[src/rtl/apb_pkg.sv]
// Shared types and constants for the APB master bridge.
// Optional feature macro: APB_TIMEOUT_EN (ACCESS-phase timeout).
package apb_pkg;

  localparam int unsigned APB_AW = 12;
  localparam int unsigned APB_DW = 32;

  // Low address bits that must be zero for a word-aligned transfer
  localparam logic [1:0] ALIGN_MASK = 2'b11;

  typedef enum logic [1:0] {
    IDLE   = 2'd0,
    SETUP  = 2'd1,
    ACCESS = 2'd2
  } apb_state_e;

  function automatic logic is_aligned(input logic [1:0] addr_lsb);
    return (addr_lsb & ALIGN_MASK) == 2'b00;
  endfunction

endpackage

[src/rtl/apb_master_bridge.sv]
// Valid/ready command stream to APB initiator, one transfer outstanding.
// Define APB_TIMEOUT_EN to abort ACCESS phases that wait TIMEOUT_CYC cycles for pready.
module apb_master_bridge
  import apb_pkg::*;
#(
  parameter int unsigned AW          = APB_AW,
  parameter int unsigned DW          = APB_DW,
  parameter int unsigned TIMEOUT_CYC = 16
) (
  input  logic          clk,
  input  logic          rstn,
  input  logic          cmd_valid,
  output logic          cmd_ready,
  input  logic          cmd_write,
  input  logic [AW-1:0] cmd_addr,
  input  logic [DW-1:0] cmd_wdata,
  output logic          rsp_valid,
  input  logic          rsp_ready,
  output logic [DW-1:0] rsp_rdata,
  output logic          rsp_err,
  output logic          psel,
  output logic          penable,
  output logic [AW-1:0] paddr,
  output logic          pwrite,
  output logic [DW-1:0] pwdata,
  input  logic          pready,
  input  logic [DW-1:0] prdata,
  input  logic          pslverr
);

  apb_state_e    state_q, state_d;
  logic          psel_q, psel_d;
  logic          penable_q, penable_d;
  logic [AW-1:0] paddr_q, paddr_d;
  logic          pwrite_q, pwrite_d;
  logic [DW-1:0] pwdata_q, pwdata_d;
  logic          rsp_valid_q, rsp_valid_d;
  logic [DW-1:0] rsp_rdata_q, rsp_rdata_d;
  logic          rsp_err_q, rsp_err_d;
  logic          accept;
  logic          timeout;

  // Accept only when idle and any pending response is drained on this edge
  assign cmd_ready = (state_q == IDLE) && (!rsp_valid_q || rsp_ready);
  assign accept    = cmd_valid && cmd_ready;

`ifdef APB_TIMEOUT_EN
  localparam int unsigned CNT_REQ_W = $clog2(TIMEOUT_CYC + 1);
  localparam int unsigned CNT_W     = (CNT_REQ_W > 32'd8) ? CNT_REQ_W : 32'd8;

  logic [CNT_W-1:0] wait_cnt_q, wait_cnt_d;

  // Count ACCESS cycles that end without pready; abort on the last allowed one
  always_comb begin
    wait_cnt_d = wait_cnt_q;
    if (state_q == SETUP) begin
      wait_cnt_d = '0;
    end else if ((state_q == ACCESS) && !pready) begin
      wait_cnt_d = wait_cnt_q + CNT_W'(1);
    end
  end

  assign timeout = (state_q == ACCESS) && !pready &&
                   ((wait_cnt_q + CNT_W'(1)) == CNT_W'(TIMEOUT_CYC));

  always_ff @(posedge clk or negedge rstn) begin
    if (!rstn) begin
      wait_cnt_q <= '0;
    end else begin
      wait_cnt_q <= wait_cnt_d;
    end
  end
`else
  logic unused_timeout_cyc;
  assign unused_timeout_cyc = ^32'(TIMEOUT_CYC);
  assign timeout           = 1'b0;
`endif

  // Next-state and registered-output logic
  always_comb begin
    state_d     = state_q;
    psel_d      = psel_q;
    penable_d   = penable_q;
    paddr_d     = paddr_q;
    pwrite_d    = pwrite_q;
    pwdata_d    = pwdata_q;
    rsp_valid_d = rsp_valid_q && !rsp_ready;
    rsp_rdata_d = rsp_rdata_q;
    rsp_err_d   = rsp_err_q;

    case (state_q)
      IDLE: begin
        if (accept) begin
          if (is_aligned(cmd_addr[1:0])) begin
            state_d  = SETUP;
            psel_d   = 1'b1;
            paddr_d  = cmd_addr;
            pwrite_d = cmd_write;
            if (cmd_write) begin
              pwdata_d = cmd_wdata;
            end
          end else begin
            rsp_valid_d = 1'b1;
            rsp_err_d   = 1'b1;
            rsp_rdata_d = '0;
          end
        end
      end
      SETUP: begin
        state_d   = ACCESS;
        penable_d = 1'b1;
      end
      ACCESS: begin
        if (pready) begin
          state_d     = IDLE;
          psel_d      = 1'b0;
          penable_d   = 1'b0;
          rsp_valid_d = 1'b1;
          rsp_err_d   = pslverr;
          rsp_rdata_d = pwrite_q ? '0 : prdata;
        end else if (timeout) begin
          state_d     = IDLE;
          psel_d      = 1'b0;
          penable_d   = 1'b0;
          rsp_valid_d = 1'b1;
          rsp_err_d   = 1'b1;
          rsp_rdata_d = '0;
        end
      end
      default: begin
        state_d   = IDLE;
        psel_d    = 1'b0;
        penable_d = 1'b0;
      end
    endcase
  end

  always_ff @(posedge clk or negedge rstn) begin
    if (!rstn) begin
      state_q     <= IDLE;
      psel_q      <= 1'b0;
      penable_q   <= 1'b0;
      paddr_q     <= '0;
      pwrite_q    <= 1'b0;
      pwdata_q    <= '0;
      rsp_valid_q <= 1'b0;
      rsp_rdata_q <= '0;
      rsp_err_q   <= 1'b0;
    end else begin
      state_q     <= state_d;
      psel_q      <= psel_d;
      penable_q   <= penable_d;
      paddr_q     <= paddr_d;
      pwrite_q    <= pwrite_d;
      pwdata_q    <= pwdata_d;
      rsp_valid_q <= rsp_valid_d;
      rsp_rdata_q <= rsp_rdata_d;
      rsp_err_q   <= rsp_err_d;
    end
  end

  assign psel      = psel_q;
  assign penable   = penable_q;
  assign paddr     = paddr_q;
  assign pwrite    = pwrite_q;
  assign pwdata    = pwdata_q;
  assign rsp_valid = rsp_valid_q;
  assign rsp_rdata = rsp_rdata_q;
  assign rsp_err   = rsp_err_q;

endmodule

[config.mk]
export PLATFORM = sky130hd
export DESIGN_NAME = apb_master_bridge
export DESIGN_NICKNAME = d
export VERILOG_FILES = /design/src/rtl/apb_pkg.sv /design/src/rtl/apb_master_bridge.sv
export SDC_FILE = /design/constraint.sdc
export NUM_CORES = 1
export LEC_CHECK = 0
export ABC_AREA = 1
export CAP_MARGIN = 20
export CORE_ASPECT_RATIO = 0.7
export CORE_UTILIZATION = 25
export DETAILED_ROUTE_END_ITERATION = 8
export GPL_TIMING_DRIVEN = 0
export MAX_ROUTING_LAYER = met4
export PLACE_DENSITY = 0.62
export SETUP_SLACK_MARGIN = 0.05
export SLEW_MARGIN = 40
export SYNTH_ARGS = -nofsm -noshare
export SYNTH_HDL_FRONTEND = slang
export SYNTH_SLANG_ARGS = --single-unit
[constraint.sdc]
create_clock -name clk -period 1.7 [get_ports clk]
set_input_delay 0.255 -clock clk [delete_from_list [all_inputs] [get_ports clk]]
set_output_delay 0.255 -clock clk [all_outputs]
set_load 0.05 [all_outputs]
==> results of run 1 <==
## worst min-delay path: stages
cell,delay (ps)
sky130_fd_sc_hd__clkbuf_1,170
sky130_fd_sc_hd__nand3_1,120
sky130_fd_sc_hd__nand2_1,60
## power breakdown
| part | internal [mW] | switching, mW |
|---|---|---|
| logic | 0.803 | 2.22 |
| registers | 2.37 | 0.213 |
| clock network | 1.48 | 0.779 |
## placed cells by master, fill, tap and decap left out, types with 2 or more instances in the layout
cell type / Yosys / routed
sky130_fd_sc_hd__nand2_1: 204 / 203
sky130_fd_sc_hd__buf_6: 3 / 5
sky130_fd_sc_hd__clkbuf_16: 0 / 9
sky130_fd_sc_hd__clkbuf_2: 0 / 2
sky130_fd_sc_hd__clkdlybuf4s50_1: 0 / 80
sky130_fd_sc_hd__buf_4: 2 / 2
sky130_fd_sc_hd__inv_1: 12 / 12
sky130_fd_sc_hd__bufinv_16: 0 / 3
sky130_fd_sc_hd__inv_2: 3 / 3
sky130_fd_sc_hd__dfrtp_1: 83 / 82
sky130_fd_sc_hd__clkbuf_1: 8 / 7
sky130_fd_sc_hd__nand3_1: 34 / 34
sky130_fd_sc_hd__nor2_1: 37 / 37
sky130_fd_sc_hd__o21ai_0: 2 / 2
sky130_fd_sc_hd__buf_1: 2 / 3
sky130_fd_sc_hd__dlygate4sd2_1: 0 / 81
sky130_fd_sc_hd__nand2_2: 2 / 3
sky130_fd_sc_hd__buf_2: 16 / 16
sky130_fd_sc_hd__nand4_1: 33 / 33
## worst paths after layout
kind | from | end | slack [ps] | depth (start not counted)
worst min-delay path | cmd_write | pwdata[6] | 320 | 3
worst min register to register | rsp_rdata[30] | rsp_rdata[30] | 470 | 2
min in group asynchronous | rstn | rsp_rdata[17] | 390 | 2
worst max register to register | state_q[1] | rsp_rdata[27] | 150 | 7
worst max-delay path | state_q[1] | cmd_ready | 70 | 4
max in group asynchronous | rstn | state_q[0] | 730 | 3
## final cells by class
type	instances	area [um2]
fillers	1444	8270
well taps	190	238
inverters	15	56.3
clock buffers	12	246
plain buffers	31	173
flip-flops and latches	83	2080
multi-input cells	319	1370
clock inverters	4	97.6
repair buffers	165	1570
## flip-flops by register name, summed over array words and instances (netlist names)
| signal | count |
|---|---|
| rsp_valid | 1 |
| rsp_err | 1 |
| pwdata | 32 |
| psel | 1 |
| paddr | 12 |
| rsp_rdata | 32 |
| state_q | 2 |
| pwrite | 1 |
| penable | 1 |
## through the flow
step                std cells  total power [mW]  hold slack (ps)  cell area (um2)
finish                    819              7.86              316             5830
global route              819              8.29              348             5830
detailed placement        802              5.93              183             5550
floorplan                 448              4.63            -40.6             3660
CTS                       819              7.97              287             5800
global placement          801              5.90              455             5530
## what timing repair did
| action | 4_1_cts | 5_1_grt |
|---|---|---|
| pin swaps | 0 | 0 |
| gates resized for setup | 87 | 10 |
| hold endpoints to repair | 37 | 0 |
| setup endpoints to repair | 82 | 55 |
| buffers inserted | 0 | 0 |
| hold buffers | 1 | 0 |
## logic make-up after synthesis
kind of cell	after synthesis	share of synthesized area [%]
AND/OR/NAND/NOR	313	36.0
flip-flops	83	56.8
buffers and inverters	46	6.09
AO/OA/AOI/OAI	6	1.10
## metal layers
| metal | part of all wire, % | global-route usage [%] |
|---|---|---|
| met5 | 0 | - |
| met2 | 42 | 23.5 |
| met3 | 8.4 | 5.96 |
| met4 | 1.9 | 5.69 |
| met1 | 47 | 20.6 |
==> reports/results.txt, run 1 <==
status - finished, final reports clean
number of global-route vias before repair - 3582
final worst setup slack - 70.3 ps
proportion of register bits with asynchronous set or reset after synthesis - 100%
Post-DP HPWL - 8310 um
clock net sink count - 83
crit path time final - 1630 ps
Reg clk slew, reported paths - 60 ps
1st-pass router iterations - 4
Cell Rows - 36
clk_lat worst skew - 340 ps
area growth from synthesis to layout - 59.4%
antenna diode count - 0
top cells by area, synth - sky130_fd_sc_hd__dfrtp_1, sky130_fd_sc_hd__nand2_1, sky130_fd_sc_hd__nand4_1
net count of the finished layout - 707
initial antenna violation count - 0
data arrival time of the worst path - 1370 ps
Initial Utilization - 25.9%
path type of the worst setup path - flip-flop to output port
share of final-layout standard cells stronger than drive strength 1 - 8.27%
flop and latch count out of synthesis - 83
relative max-transition margin - 64.0%
most common flop cell mapped by yosys - sky130_fd_sc_hd__dfrtp_1
routed wire length - 11300 um
number of placed I/O pins - 165
cell with the largest stage delay on the worst path - sky130_fd_sc_hd__dfrtp_1
final total negative setup slack - 0 ps
cell area after synthesis - 3660 um2
drt drc - 0
Yosys top cell area share - 56.8%
Max Freq - 614 MHz
count of input and output buffers - 163
Critical Path Source Type - flip-flop
CTS H-Tree Depth - 3
CP Data Required Time - 1440 ps
die extent in x - 147 um
Max Cap Viol - 0
CTS Root Cell - sky130_fd_sc_hd__clkbuf_16
ranking of synthesized cells by instance count - sky130_fd_sc_hd__nand2_1, sky130_fd_sc_hd__dfrtp_1, sky130_fd_sc_hd__nor2_1, sky130_fd_sc_hd__nand3_1, sky130_fd_sc_hd__nand4_1
placer congestion estimate - 0.821
clock skew - 9.10 ps
total count of max-transition violations in the final report - 0
number of enable flip-flop cells after synthesis - 0
element type at the critical path end - output port
worst slew pin tran - 542 ps
unrepaired setup endpoints after global routing - true
share of the yosys chip area belonging to registers - 56.8%
synth unique cells - 20
clock tree from TritonCTS - done
residual overflow from global routing - 0
via count normalized by instance count - 4.39
post-DR wirelength/cell - 13.8 um
die height - 103 um
most frequently used cell type in the post-synthesis netlist - sky130_fd_sc_hd__nand2_1
vias post-DR - 3596
share of the cycle needed by the critical path after routing - 95.9%
crit path cell chain - nor2_2 -> nand2_1 -> inv_1 -> buf_4
number of hold violations in the final report - 0
Crit path max-delay family - flip-flops
Hold Crit Class - primary input to flip-flop
Floorplan Core Area - 14100 um2
Synthesis Warnings - 0
Post-Synthesis Mean Instance Area - 8.16 um2
Post-Place Worst Slack - -367 ps
count of routing violations after the opening detailed-route iteration - 159
LEAKAGE - 3.13 nW
IR drop worst, VDD - 0.656 mV
synthesized instance count - 448
total setup violations reported at the end of the flow - 0
post-synth net total - 531
largest incremental delay on the critical path - 440 ps
wire length of the first global-routing pass - 18300 um
buffers and inverters on the worst path - 2
CP Max Fanout - 5
number of buffers created by CTS - 9
number of routed nets with antenna violations - 0
Power per Cell Area - 1350 nW/um2
maximum number of pins on one net before global-route repair - 47
GRT Resource Usage Total - 16.1%
final standard cell utilization of the core - 41.3%
Max Root-Sink Buffers - 2
cell taking the most area after synthesis - sky130_fd_sc_hd__dfrtp_1
Die Footprint - 15100 um2
Note: power is estimated with default switching activity, not from simulation.
==> inputs of run 2 (changes only) <==
--- a/config.mk
+++ b/config.mk
@@ -10,9 +10,8 @@
 export CORE_ASPECT_RATIO = 0.7
 export CORE_UTILIZATION = 25
 export DETAILED_ROUTE_END_ITERATION = 8
-export GPL_TIMING_DRIVEN = 0
 export MAX_ROUTING_LAYER = met4
-export PLACE_DENSITY = 0.62
+export PLACE_DENSITY = 0.51
 export SETUP_SLACK_MARGIN = 0.05
 export SLEW_MARGIN = 40
 export SYNTH_ARGS = -nofsm -noshare
==> reports/results.txt, run 2 (synthesis results as in run 1) <==
placer congestion estimate - 0.818 (-0.37%)
path type of the worst setup path - flip-flop to output port
Die Footprint - 15100 um2 (unchanged)
share of final-layout standard cells stronger than drive strength 1 - 20.6% (+12 points)
number of hold violations in the final report - 0 (unchanged)
net count of the finished layout - 696 (-1.6%)
crit path time final - 1550 ps (-77.9 ps)
LEAKAGE - 2.96 nW (-5.5%)
vias post-DR - 3542 (-1.5%)
1st-pass router iterations - 4 (unchanged)
total setup violations reported at the end of the flow - 0 (unchanged)
Post-CTS Resized - 0 (-100%)
drt drc - 0 (unchanged)
Reg clk slew, reported paths - 60 ps (about the same)
Max Freq - 644 MHz (+5.0%)
clk_lat worst skew - 340 ps (about the same)
number of routed nets with antenna violations - 0 (unchanged)
final worst setup slack - 148 ps (+77.9 ps)
Critical Path Source Type - flip-flop
Post-DP HPWL - 7910 um (-4.8%)
routed wire length - 11200 um (-0.89%)
GRT Resource Usage Total - 15.8% (-0.33 points)
count of routing violations after the opening detailed-route iteration - 183 (+15%)
most frequent cells in the layout - sky130_fd_sc_hd__nand2_1, sky130_fd_sc_hd__buf_4, sky130_fd_sc_hd__dfrtp_1
count of input and output buffers - 164 (+0.61%)
Post-Place Worst Slack - 24.4 ps (+392 ps)
Initial Utilization - 25.9% (unchanged)
hold path cells - 3 (unchanged)
worst slew pin tran - 455 ps (-87.3 ps)
R2R depth - 7 (unchanged)
clock net sink count - 83 (unchanged)
element type at the critical path end - output port
via count normalized by instance count - 4.38 (-0.16%)
IR drop worst, VDD - 0.876 mV (+34%)
Max Root-Sink Buffers - 2 (unchanged)
Floorplan Core Area - 14100 um2 (unchanged)
relative max-transition margin - 69.7% (+5.7 points)
CP Data Required Time - 1440 ps (about the same)
maximum number of pins on one net before global-route repair - 84 (+79%)
Cell Rows - 36 (unchanged)
residual overflow from global routing - 0 (unchanged)
Max Cap Viol - 0 (unchanged)
area growth from synthesis to layout - 54.9%
hold path startpoint - cmd_addr[10]
Power per Cell Area - 1330 nW/um2 (-1.1%)
Hold Crit Class - primary input to flip-flop
clock skew - 8.62 ps (-0.488 ps)
data arrival time of the worst path - 1300 ps (-70 ps)
die extent in x - 147 um (unchanged)
wire length of the first global-routing pass - 18100 um (-1.5%)
Fillers - 1450 (+0.42%)
number of global-route vias before repair - 3465 (-3.3%)
unrepaired setup endpoints after global routing - false
Critical path origin - state_q[1]
total count of max-transition violations in the final report - 0 (unchanged)
final total negative setup slack - 0 ps (unchanged)
most common cell after layout, fill and taps aside - sky130_fd_sc_hd__nand2_1
antenna diode count - 0 (unchanged)
CTS Root Cell - sky130_fd_sc_hd__clkbuf_16
source of the worst register-to-register timing path - state_q[1]
share of the cycle needed by the critical path after routing - 91.3% (-4.6 points)
post-DR wirelength/cell - 13.9 um (+0.46%)
number of placed I/O pins - 165 (unchanged)
status - finished, final reports clean
number of buffers created by CTS - 9 (unchanged)
CP Max Fanout - 5 (unchanged)
CTS H-Tree Depth - 3 (unchanged)
die height - 103 um (unchanged)
clock tree from TritonCTS - done
initial antenna violation count - 0 (unchanged)
[run 2: cell types whose count changed in the layout (fill, tap and decap cells not counted), moves of 5 or more]
cell / delta
sky130_fd_sc_hd__dlygate4sd2_1: -81
sky130_fd_sc_hd__buf_12: +6
sky130_fd_sc_hd__clkbuf_1: -5
sky130_fd_sc_hd__buf_6: -5
sky130_fd_sc_hd__buf_4: +95
sky130_fd_sc_hd__buf_2: -16
[run 2: final cells by class]
type | count | area (um2) | share of cell area, %
repair buffers | 185 | 1670 | 29.5
clock buffers | 11 | 233 | 4.11
well taps | 190 | 238 | 4.20
inverters | 15 | 56.3 | 0.994
flip-flops and latches | 83 | 2080 | 36.7
clock inverters | 5 | 30.0 | 0.530
multi-input cells | 319 | 1360 | 24.0
[run 2: path summary, 6_finish.rpt]
| check | endpoint | slack [ps] |
|---|---|---|
| max in group asynchronous | pwdata[3] | 850 |
| max reg2reg | paddr[3] | 230 |
| min in group asynchronous | rsp_rdata[17] | 500 |
| min reg2reg | pwdata[15] | 470 |
| min | paddr[10] | 460 |
| max | cmd_ready | 150 |
[run 2: what timing repair did]
item                      4_1_cts  5_1_grt
setup buffers                   0        0
hold endpoints to repair       83        0
hold buffers                    1        0
[run 2: through the flow]
step	hold WS, ps	cells	util (%)	area, um2	total power, mW
after floorplan	-40.6	448	-	3660	4.63
after global routing	458	808	40.2	5660	7.97
after global placement	328	791	38.2	5390	5.84
after detailed placement	328	791	38.2	5390	5.86
after CTS	451	808	40.2	5660	7.67
final	458	808	40.2	5660	7.56
[run 2: per-layer routing]
metal	up-vias	share of wire, %	GRT usage [%]
met5	-	0	-
met3	8	7.9	4.21
met4	0	0.94	4.09
met2	135	44	24.0
li1	1745	-	-
met1	1654	47	21.0
[run 2: power breakdown]
| part | internal, mW | leakage [nW] | total [mW] | switching [mW] |
|---|---|---|---|---|
| clock | 0.983 | 0.125 | 1.76 | 0.777 |
| sequential | 2.37 | 1.09 | 2.63 | 0.261 |
| combinational | 0.972 | 1.74 | 3.17 | 2.20 |
| total | 4.32 | 2.96 | 7.56 | 3.24 |
[run 2: critical path, stage by stage, from the launching register on]
cell and delay [ps]:
sky130_fd_sc_hd__dfrtp_1 440, sky130_fd_sc_hd__nor2_2 200, sky130_fd_sc_hd__nand2_1 90, sky130_fd_sc_hd__inv_1 100
sky130_fd_sc_hd__buf_12 140
==> inputs of run 3 (changes only) <==
--- a/config.mk
+++ b/config.mk
@@ -12,7 +12,8 @@
 export DETAILED_ROUTE_END_ITERATION = 8
 export MAX_ROUTING_LAYER = met4
 export PLACE_DENSITY = 0.51
-export SETUP_SLACK_MARGIN = 0.05
+export REMOVE_ABC_BUFFERS = 1
+export SETUP_SLACK_MARGIN = 0.3
 export SLEW_MARGIN = 40
 export SYNTH_ARGS = -nofsm -noshare
 export SYNTH_HDL_FRONTEND = slang
==> reports/results.txt, run 3 (synthesis results as in run 1) <==
cell with the largest stage delay on the worst path - sky130_fd_sc_hd__dfrtp_1
placer congestion estimate - 0.764 (-6.6%)
Switching Power - 3.26 mW (+0.66%)
post-DR wirelength/cell - 13.9 um (+0.58%)
Critical Path Source Type - flip-flop
IR drop worst, VDD - 0.767 mV (-12%)
count of routing violations after the opening detailed-route iteration - 192 (+4.9%)
via count normalized by instance count - 4.31 (-1.6%)
total setup violations reported at the end of the flow - 0 (unchanged)
Hold Worst Slack - 366 ps (-92.0 ps)
topmost layer with routed signal wires - met4
clock tree from TritonCTS - done
routed length on met2 - 5030 um (+2.8%)
clk_lat worst skew - 340 ps (about the same)
clock net sink count - 83 (unchanged)
residual overflow from global routing - 0 (unchanged)
path type of the worst setup path - flip-flop to output port
Die Footprint - 15100 um2 (unchanged)
met3 wirelength from detailed routing - 552 um (-38%)
post-route design area - 5840 um2 (+3.1%)
number of global-route vias before repair - 3421 (-1.3%)
number of placed I/O pins - 165 (unchanged)
clock network fraction of total power - 28.1% (+4.8 points)
CP Data Required Time - 1440 ps (about the same)
Initial Utilization - 25.9% (unchanged)
Fillers - 1458 (+0.55%)
data arrival time of the worst path - 1160 ps (-140 ps)
CP Max Fanout - 3 (-2)
largest incremental delay on the critical path - 410 ps (-30 ps)
most frequent cells in the layout - sky130_fd_sc_hd__nand2_1, sky130_fd_sc_hd__buf_4, sky130_fd_sc_hd__dfrtp_1
Hold Crit Class - primary input to async pin
relative max-transition margin - 75.2% (+5.6 points)
Reg clk slew, reported paths - 60 ps (about the same)
worst slew pin tran - 372 ps (-83.3 ps)
internal power - 4.85 mW (+12%)
Max Cap Viol - 0 (unchanged)
power share of the combinational group - 39.7% (-2.2 points)
share of the cycle needed by the critical path after routing - 83.5% (-7.8 points)
1st-pass router iterations - 4 (unchanged)
GRT Resource Usage Total - 15.4% (-0.39 points)
count of input and output buffers - 164 (unchanged)
routed wire length - 11200 um (+0.33%)
Cell Rows - 36 (unchanged)
most common cell after layout, fill and taps aside - sky130_fd_sc_hd__nand2_1
CTS H-Tree Depth - 3 (unchanged)
antenna diode count - 0 (unchanged)
drt drc - 0 (unchanged)
crit path time final - 1420 ps (-132 ps)
Max Freq - 704 MHz (+9.3%)
share of final-layout standard cells stronger than drive strength 1 - 21.3% (+0.72 points)
Met1 Routed Length - 5550 um (+4.5%)
number of buffers created by CTS - 9 (unchanged)
fraction of power consumed by sequential logic - 32.2% (-2.6 points)
Max Root-Sink Buffers - 2 (unchanged)
fraction of power spent switching nets - 40.2% (-2.6 points)
unrepaired setup endpoints after global routing - true
Floorplan Core Area - 14100 um2 (unchanged)
total count of max-transition violations in the final report - 0 (unchanged)
net count of the finished layout - 694 (-0.29%)
Power per Cell Area - 1390 nW/um2 (+4.0%)
element type at the critical path end - output port
crit path cell chain - nor2_4 -> nand2_2 -> inv_2 -> buf_12
number of hold violations in the final report - 0 (unchanged)
vias post-DR - 3476 (-1.9%)
die height - 103 um (unchanged)
status - finished, final reports clean
number of routed nets with antenna violations - 0 (unchanged)
wire length of the first global-routing pass - 17800 um (-1.5%)
Cell Area, Placed - 5380 um2 (-0.14%)
initial antenna violation count - 0 (unchanged)
LEAKAGE - 3.05 nW (+3.0%)
maximum number of pins on one net before global-route repair - 38 (-55%)
area growth from synthesis to layout - 59.7%
CTS Root Cell - sky130_fd_sc_hd__clkbuf_16
clock skew - 5.32 ps (-3.29 ps)
die extent in x - 147 um (unchanged)
Post-DP HPWL - 7430 um (-6.1%)
## run 3: cell type report
cell class,instances,area (um2),share of cell area [%]
Clock buffer,10,239,4.09
Sequential cell,83,2080,35.6
Timing Repair Buffer,183,1730,29.6
Inverter,15,56.3,0.964
Multi-Input combinational cell,319,1380,23.7
Clock inverter,6,113,1.93
Tap cell,190,238,4.07
## run 3: metrics by stage
stage                     utilization, %  setup slack (ps)  setup TNS, ps  total power, mW  std cells
after global routing                41.4               215              0             8.52        806
after CTS                           41.0               265              0             8.21        804
after global placement              38.2              40.6              0             5.83        784
final                               41.4               280              0             8.10        806
after floorplan                        -             -1120         -66020             4.57        417
after detailed placement            38.2              32.0              0             5.84        784
## run 3: timing repair
item / in CTS / in global routing
endpoints found under the setup margin: 44 / 77
cloned: 0 / 2
hold buffers: 1 / 0
pin swaps: 3 / 1
setup buffers: 3 / 0
hold endpoints to repair: 22 / 0
gates resized for setup: 5 / 2
## run 3: worst paths after layout
kind | from | depth (start not counted) | slack [ps] | endpoint
worst min-delay path | rstn | 2 | 370 | rsp_rdata[6]
worst max register to register | state_q[1] | 8 | 330 | rsp_rdata[3]
worst min register to register | pwdata[15] | 2 | 470 | pwdata[15]
max in group asynchronous | rstn | 3 | 630 | state_q[1]
worst max-delay path | state_q[0] | 4 | 280 | cmd_ready
min in group clk | cmd_addr[4] | 3 | 450 | paddr[4]
## run 3: worst max-delay path, delay by kind of cell, from the launching register on
| kind | cells | cell delay [ps] |
|---|---|---|
| flops | 1 | 410 |
| buf+inv | 2 | 200 |
| simple gates | 2 | 220 |
## run 3: power by group through the flow
stage	registers, mW	clock network [mW]	logic, mW
2_1_floorplan	3.99	0	0.580
3_3_place_gp	2.64	0	3.19
3_5_place_dp	2.64	0	3.21
4_1_cts	2.61	2.36	3.23
5_1_grt	2.66	2.43	3.43
6_report	2.61	2.28	3.21
## run 3: layer usage
metal / vias up / GRT usage, %
met3: 12 / 3.99
li1: 1742 / -
met5: - / -
met2: 98 / 22.9
met1: 1624 / 20.9
met4: 0 / 4.33
